### src/rtl/alu_sequencer.sv
// Sequences LOAD/arithmetic/CLR requests through an external 8-bit arithmetic unit into an accumulator.
// Optional build macro ALU_SEQ_SAT_EN: saturate the accumulator on signed overflow.
module alu_sequencer #(
  localparam int unsigned DW  = 8,
  localparam int unsigned OPW = 3,
  localparam int unsigned SW  = 2
) (
  input  logic          clk,
  input  logic          rst_n,
  input  logic          req_valid,
  output logic          req_ready,
  input  logic [OPW-1:0] req_op,
  input  logic [DW-1:0] req_operand,
  output logic [DW-1:0] au_a,
  output logic [DW-1:0] au_b,
  output logic          au_cin,
  output logic [SW-1:0] au_s,
  input  logic [DW-1:0] au_data,
  input  logic          au_cout,
  input  logic          au_ovf,
  output logic          rsp_valid,
  input  logic          rsp_ready,
  output logic [DW-1:0] acc,
  output logic          carry,
  output logic          ovf,
  output logic          zero
);

  localparam logic [OPW-1:0] OP_LOAD = 3'd0;
  localparam logic [OPW-1:0] OP_ADD  = 3'd1;
  localparam logic [OPW-1:0] OP_ADC  = 3'd2;
  localparam logic [OPW-1:0] OP_SUB  = 3'd3;
  localparam logic [OPW-1:0] OP_SBB  = 3'd4;
  localparam logic [OPW-1:0] OP_INC  = 3'd5;
  localparam logic [OPW-1:0] OP_DEC  = 3'd6;
  localparam logic [OPW-1:0] OP_CLR  = 3'd7;

  typedef enum logic [1:0] {IDLE, EXEC, RESP} state_t;

  state_t          state, state_next;
  logic [OPW-1:0]  op_q;
  logic [DW-1:0]   opd_q;
  logic [DW-1:0]   acc_next;
  logic            carry_next, ovf_next, zero_next;

  // Next-state logic
  always_comb begin
    state_next = state;
    case (state)
      IDLE:    if (req_valid) state_next = EXEC;
      EXEC:    state_next = RESP;
      RESP:    if (rsp_ready) state_next = IDLE;
      default: state_next = IDLE;
    endcase
  end

  // Arithmetic unit controls; only meaningful while executing
  always_comb begin
    au_a   = acc;
    au_b   = '0;
    au_s   = 2'd0;
    au_cin = 1'b0;
    if (state == EXEC) begin
      au_b = opd_q;
      case (op_q)
        OP_ADD:  begin au_s = 2'd1; au_cin = 1'b0;  end
        OP_ADC:  begin au_s = 2'd1; au_cin = carry; end
        OP_SUB:  begin au_s = 2'd2; au_cin = 1'b1;  end
        OP_SBB:  begin au_s = 2'd2; au_cin = carry; end
        OP_INC:  begin au_s = 2'd0; au_cin = 1'b1;  end
        OP_DEC:  begin au_s = 2'd3; au_cin = 1'b0;  end
        default: begin au_s = 2'd0; au_cin = 1'b0;  end
      endcase
    end
  end

  // Accumulator/flag result of the op held in op_q
  always_comb begin
    acc_next   = acc;
    carry_next = carry;
    ovf_next   = ovf;
    zero_next  = zero;
    case (op_q)
      OP_LOAD: begin
        acc_next  = opd_q;
        zero_next = (opd_q == '0);
      end
      OP_CLR: begin
        acc_next   = '0;
        carry_next = 1'b0;
        ovf_next   = 1'b0;
        zero_next  = 1'b1;
      end
      default: begin
        carry_next = au_cout;
        ovf_next   = au_ovf;
`ifdef ALU_SEQ_SAT_EN
        if (au_ovf) begin
          acc_next  = acc[DW-1] ? 8'h80 : 8'h7F;
          zero_next = 1'b0;
        end else begin
          acc_next  = au_data;
          zero_next = (au_data == '0);
        end
`else
        acc_next  = au_data;
        zero_next = (au_data == '0);
`endif
      end
    endcase
  end

  // State, handshake outputs and accepted request
  always_ff @(posedge clk or negedge rst_n) begin
    if (!rst_n) begin
      state     <= IDLE;
      req_ready <= 1'b1;
      rsp_valid <= 1'b0;
      op_q      <= '0;
      opd_q     <= '0;
    end else begin
      state     <= state_next;
      req_ready <= (state_next == IDLE);
      rsp_valid <= (state_next == RESP);
      if (state == IDLE && req_valid) begin
        op_q  <= req_op;
        opd_q <= req_operand;
      end
    end
  end

  // Accumulator and flags update only on the EXEC edge
  always_ff @(posedge clk or negedge rst_n) begin
    if (!rst_n) begin
      acc   <= '0;
      carry <= 1'b0;
      ovf   <= 1'b0;
      zero  <= 1'b1;
    end else if (state == EXEC) begin
      acc   <= acc_next;
      carry <= carry_next;
      ovf   <= ovf_next;
      zero  <= zero_next;
    end
  end

endmodule

### config.mk
export PLATFORM = sky130hd
export DESIGN_NAME = alu_sequencer
export DESIGN_NICKNAME = d
export VERILOG_FILES = /design/src/rtl/alu_sequencer.sv
export SDC_FILE = /design/constraint.sdc
export NUM_CORES = 1
export LEC_CHECK = 0
export ABC_AREA = 1
export CORE_MARGIN = 2
export CORE_UTILIZATION = 41
export CTS_CLUSTER_SIZE = 20
export DETAILED_ROUTE_END_ITERATION = 7
export GPL_ROUTABILITY_DRIVEN = 0
export PLACE_DENSITY = 0.86
export SYNTH_ARGS = -nofsm -noshare
export SYNTH_HDL_FRONTEND = slang
export SYNTH_SLANG_ARGS = --single-unit
### constraint.sdc
create_clock -name clk -period 2.61 [get_ports clk]
set_input_delay 0.522 -clock clk [delete_from_list [all_inputs] [get_ports clk]]
set_output_delay 0.522 -clock clk [all_outputs]
set_load 0.05 [all_outputs]
==> key figures <==
Finish
  – Diodes inserted: 0
  – Synthesis-to-layout area growth: 39.5%
  – Nets: 226
  – Share of cells above drive strength 1: 16.6%
  – Final Instance Area: about 1800 um2
  – Filler instances: 293

Timing
  – Final hold vios: 0
  – Worst Skew: 5.01 ps
  – Final worst path period share: 84.7%
  – WHS: about 480 ps
  – Period minus WS final: 2210 ps
  – Setup TNS: 0 ps
  – Worst Max-Slew Pin Slew: 581 ps
  – Slew Viols, Final: 0
  – Slew headroom: 61.2%
  – Setup violation total in the final timing report: 0
  – Fmax: 0.452 GHz
  – RSZ-0062 raised after global routing: no

Clock tree
  – Clock Latency Late Sink: 320 ps
  – Clock tree root driver cell: clkbuf_4
  – Post-CTS setup buffers: 0
  – Htree depth: 1
  – Clock Tree Buf Depth: 2
  – # resized after CTS: 0
  – Reg clk slew, reported paths: 130 ps
  – Clock sink total: 26
  – Post-CTS Hold Buffers: 0
  – CTS tree: done
  – Inserted Clock Buffers: 3

Synth
  – Post-synth net total: 176
  – Post-synth EDFFs: 0
  – Yosys cell types: 21
  – Seq cells post-synth: 26
  – Syn_area_per_cell: 8.75 um2
  – Yosys warnings: 0
  – Top cells by area, synth: dfrtp_1, nand2_1, o21ai_0, nor2_4, buf_4
  – Register area share after synthesis: 49.4%
  – Most frequent cell after synthesis: nand2_1
  – Synth cell count leaders: nand2_1, dfrtp_1, o21ai_0
  – Synth Instances: 151
  – Mapped cell area: around 1300 um2
  – Share of the synthesized area in the top cell type: 45.5%
  – FFs w/ async S/R, synth: 100%
  – Most common flop cell mapped by yosys: dfrtp_1
  – Area leader, netlist: dfrtp_1

Setup path
  – Cell family with most CP delay: buffers and inverters
  – Worst Path Buf+Inv: 2
  – Critical path's slowest cell: dfrtp_1
  – WS Path Type: reg -> out
  – Worst-path cell chain: nor2_4 -> inv_2 -> a211oi_1 -> buf_4
  – Required time of the critical path: 2090 ps
  – CP max stage delay: 440 ps
  – Max Fanout on Critical Path: 22
  – Worst endpoint data arrival time: 1690 ps
  – Worst Setup End Kind: primary output
  – Worst setup SP type: flop

Status
  – Status: complete, no violations

Floorplanning
  – Die width: 60.8 um
  – Die Footprint: 3690 um2
  – Initial cell density of the core: 43.3%
  – IO Count: 57
  – Die Y: 60.8 um
  – Row count: 20
  – Core area: 3050 um2

Routing
  – Vias: 1114
  – Detailed Route WL: 2.79 mm
  – Via density: 4.58
  – DRC viols: 0
  – DR iter-0 viols: 47
  – Initial DRT Pass Iterations: 4
  – Post-DRT Antenna Nets: 0
  – Routed length per instance: approximately 11 um

Placed design
  – Dpl cell area: 1820 um2
  – HPWL Detailed: 2.11 mm
  – PortBufs: 56

Global route
  – Largest net degree at the start of global routing: 27
  – Antenna violations before repair: 0
  – Vias in the first global route: 1033
  – Total global-route track usage: ~17%
  – First-pass GRT wire length: around 4.5 mm
  – Grt total ovfl: 0

Pwr
  – Peak VDD IR: 0.592 mV
  – Static Leakage: 0.846 nW
  – PD cells: 1370 nW/um2

Run
  – Max Cap Viol: 0

Hold path
  – Worst Hold Class: reg -> reg
## per-stage QoR
stage	total power [mW]	cells	utilization [%]	worst slack, ps
after floorplan	1.99	151	-	117
after global placement	2.35	240	59.5	474
after detailed placement	2.39	240	59.5	406
after CTS	2.55	243	60.3	28.1
after global routing	2.71	243	60.4	265
final	2.53	243	60.4	400
## logic make-up after synthesis
group,synth area share [%]
flip-flops,49.4
AO/OA/AOI/OAI,14.8
buffers and inverters,12.8
AND/OR/NAND/NOR,23.0
## flip-flops by register name (all words and copies together) (netlist names), 2 cells and up
signal  count
op_q        3
acc         8
opd_q       8
state       2
## final timing paths
check	start	endpoint	slack, ps	cells past startpoint
max	state[1]$_DFF_PN0_	au_s[0]	400	4
min	zero$_DFFE_PN1N_	zero$_DFFE_PN1N_	480	2
max reg2reg	state[0]$_DFF_PN0_	acc[1]$_DFFE_PN0N_	1160	6
min reg2reg	zero$_DFFE_PN1N_	zero$_DFFE_PN1N_	480	2
max in group asynchronous	rst_n	req_ready$_DFF_PN1_	1770	2
min in group asynchronous	rst_n	acc[3]$_DFFE_PN0N_	550	2
## cell type report
| type | count | area [um2] | area share [%] |
|---|---|---|---|
| Clock buffer | 3 | 22.5 | 1.22 |
| Multi-Input combinational cell | 96 | 499 | 27.1 |
| Sequential cell | 26 | 653 | 35.4 |
| Timing Repair Buffer | 58 | 553 | 30.0 |
| Inverter | 16 | 60.1 | 3.26 |
| Tap cell | 44 | 55.1 | 2.99 |
## worst register-to-register path, delay by kind of cell, from the launching register on
family	cells	cell delay [ps]
AO/OA/AOI/OAI	1	170
buffers and inverters	2	510
flip-flops	1	410
AND/OR/NAND/NOR	3	260
## per-layer routing
layer | GRT usage, % | vias to the layer above | part of all wire, %
li1 | - | 567 | -
met1 | 19.2 | 494 | 43
met2 | 30.4 | 46 | 47
met3 | 4.48 | 7 | 8.2
met4 | 6.52 | 0 | 1.6
met5 | 0 | - | 0
## cell usage in the layout, fill, tap and decap left out, drive strengths merged
master         synthesis  layout
dfrtp                 24      24
nand3                  1       1
a221oi                 1       1
inv                   16      16
a21oi                  1       1
o21ai                 19      19
nand2                 44      44
a22oi                  8       8
clkbuf                 0       3
nor2                  21      21
dfstp                  2       2
dlymetal6s2s           0       1
clkdlybuf4s50          0      45
a211oi                 1       1
buf                   13      12
## report_power, final
part / switching (mW) / internal [mW] / total [mW]
sequential: 0.120 / 0.598 / 0.718
combinational: 1.13 / 0.513 / 1.64
clock: 0.112 / 0.0541 / 0.166
No activity file was read; power rests on OpenSTA's default activity.
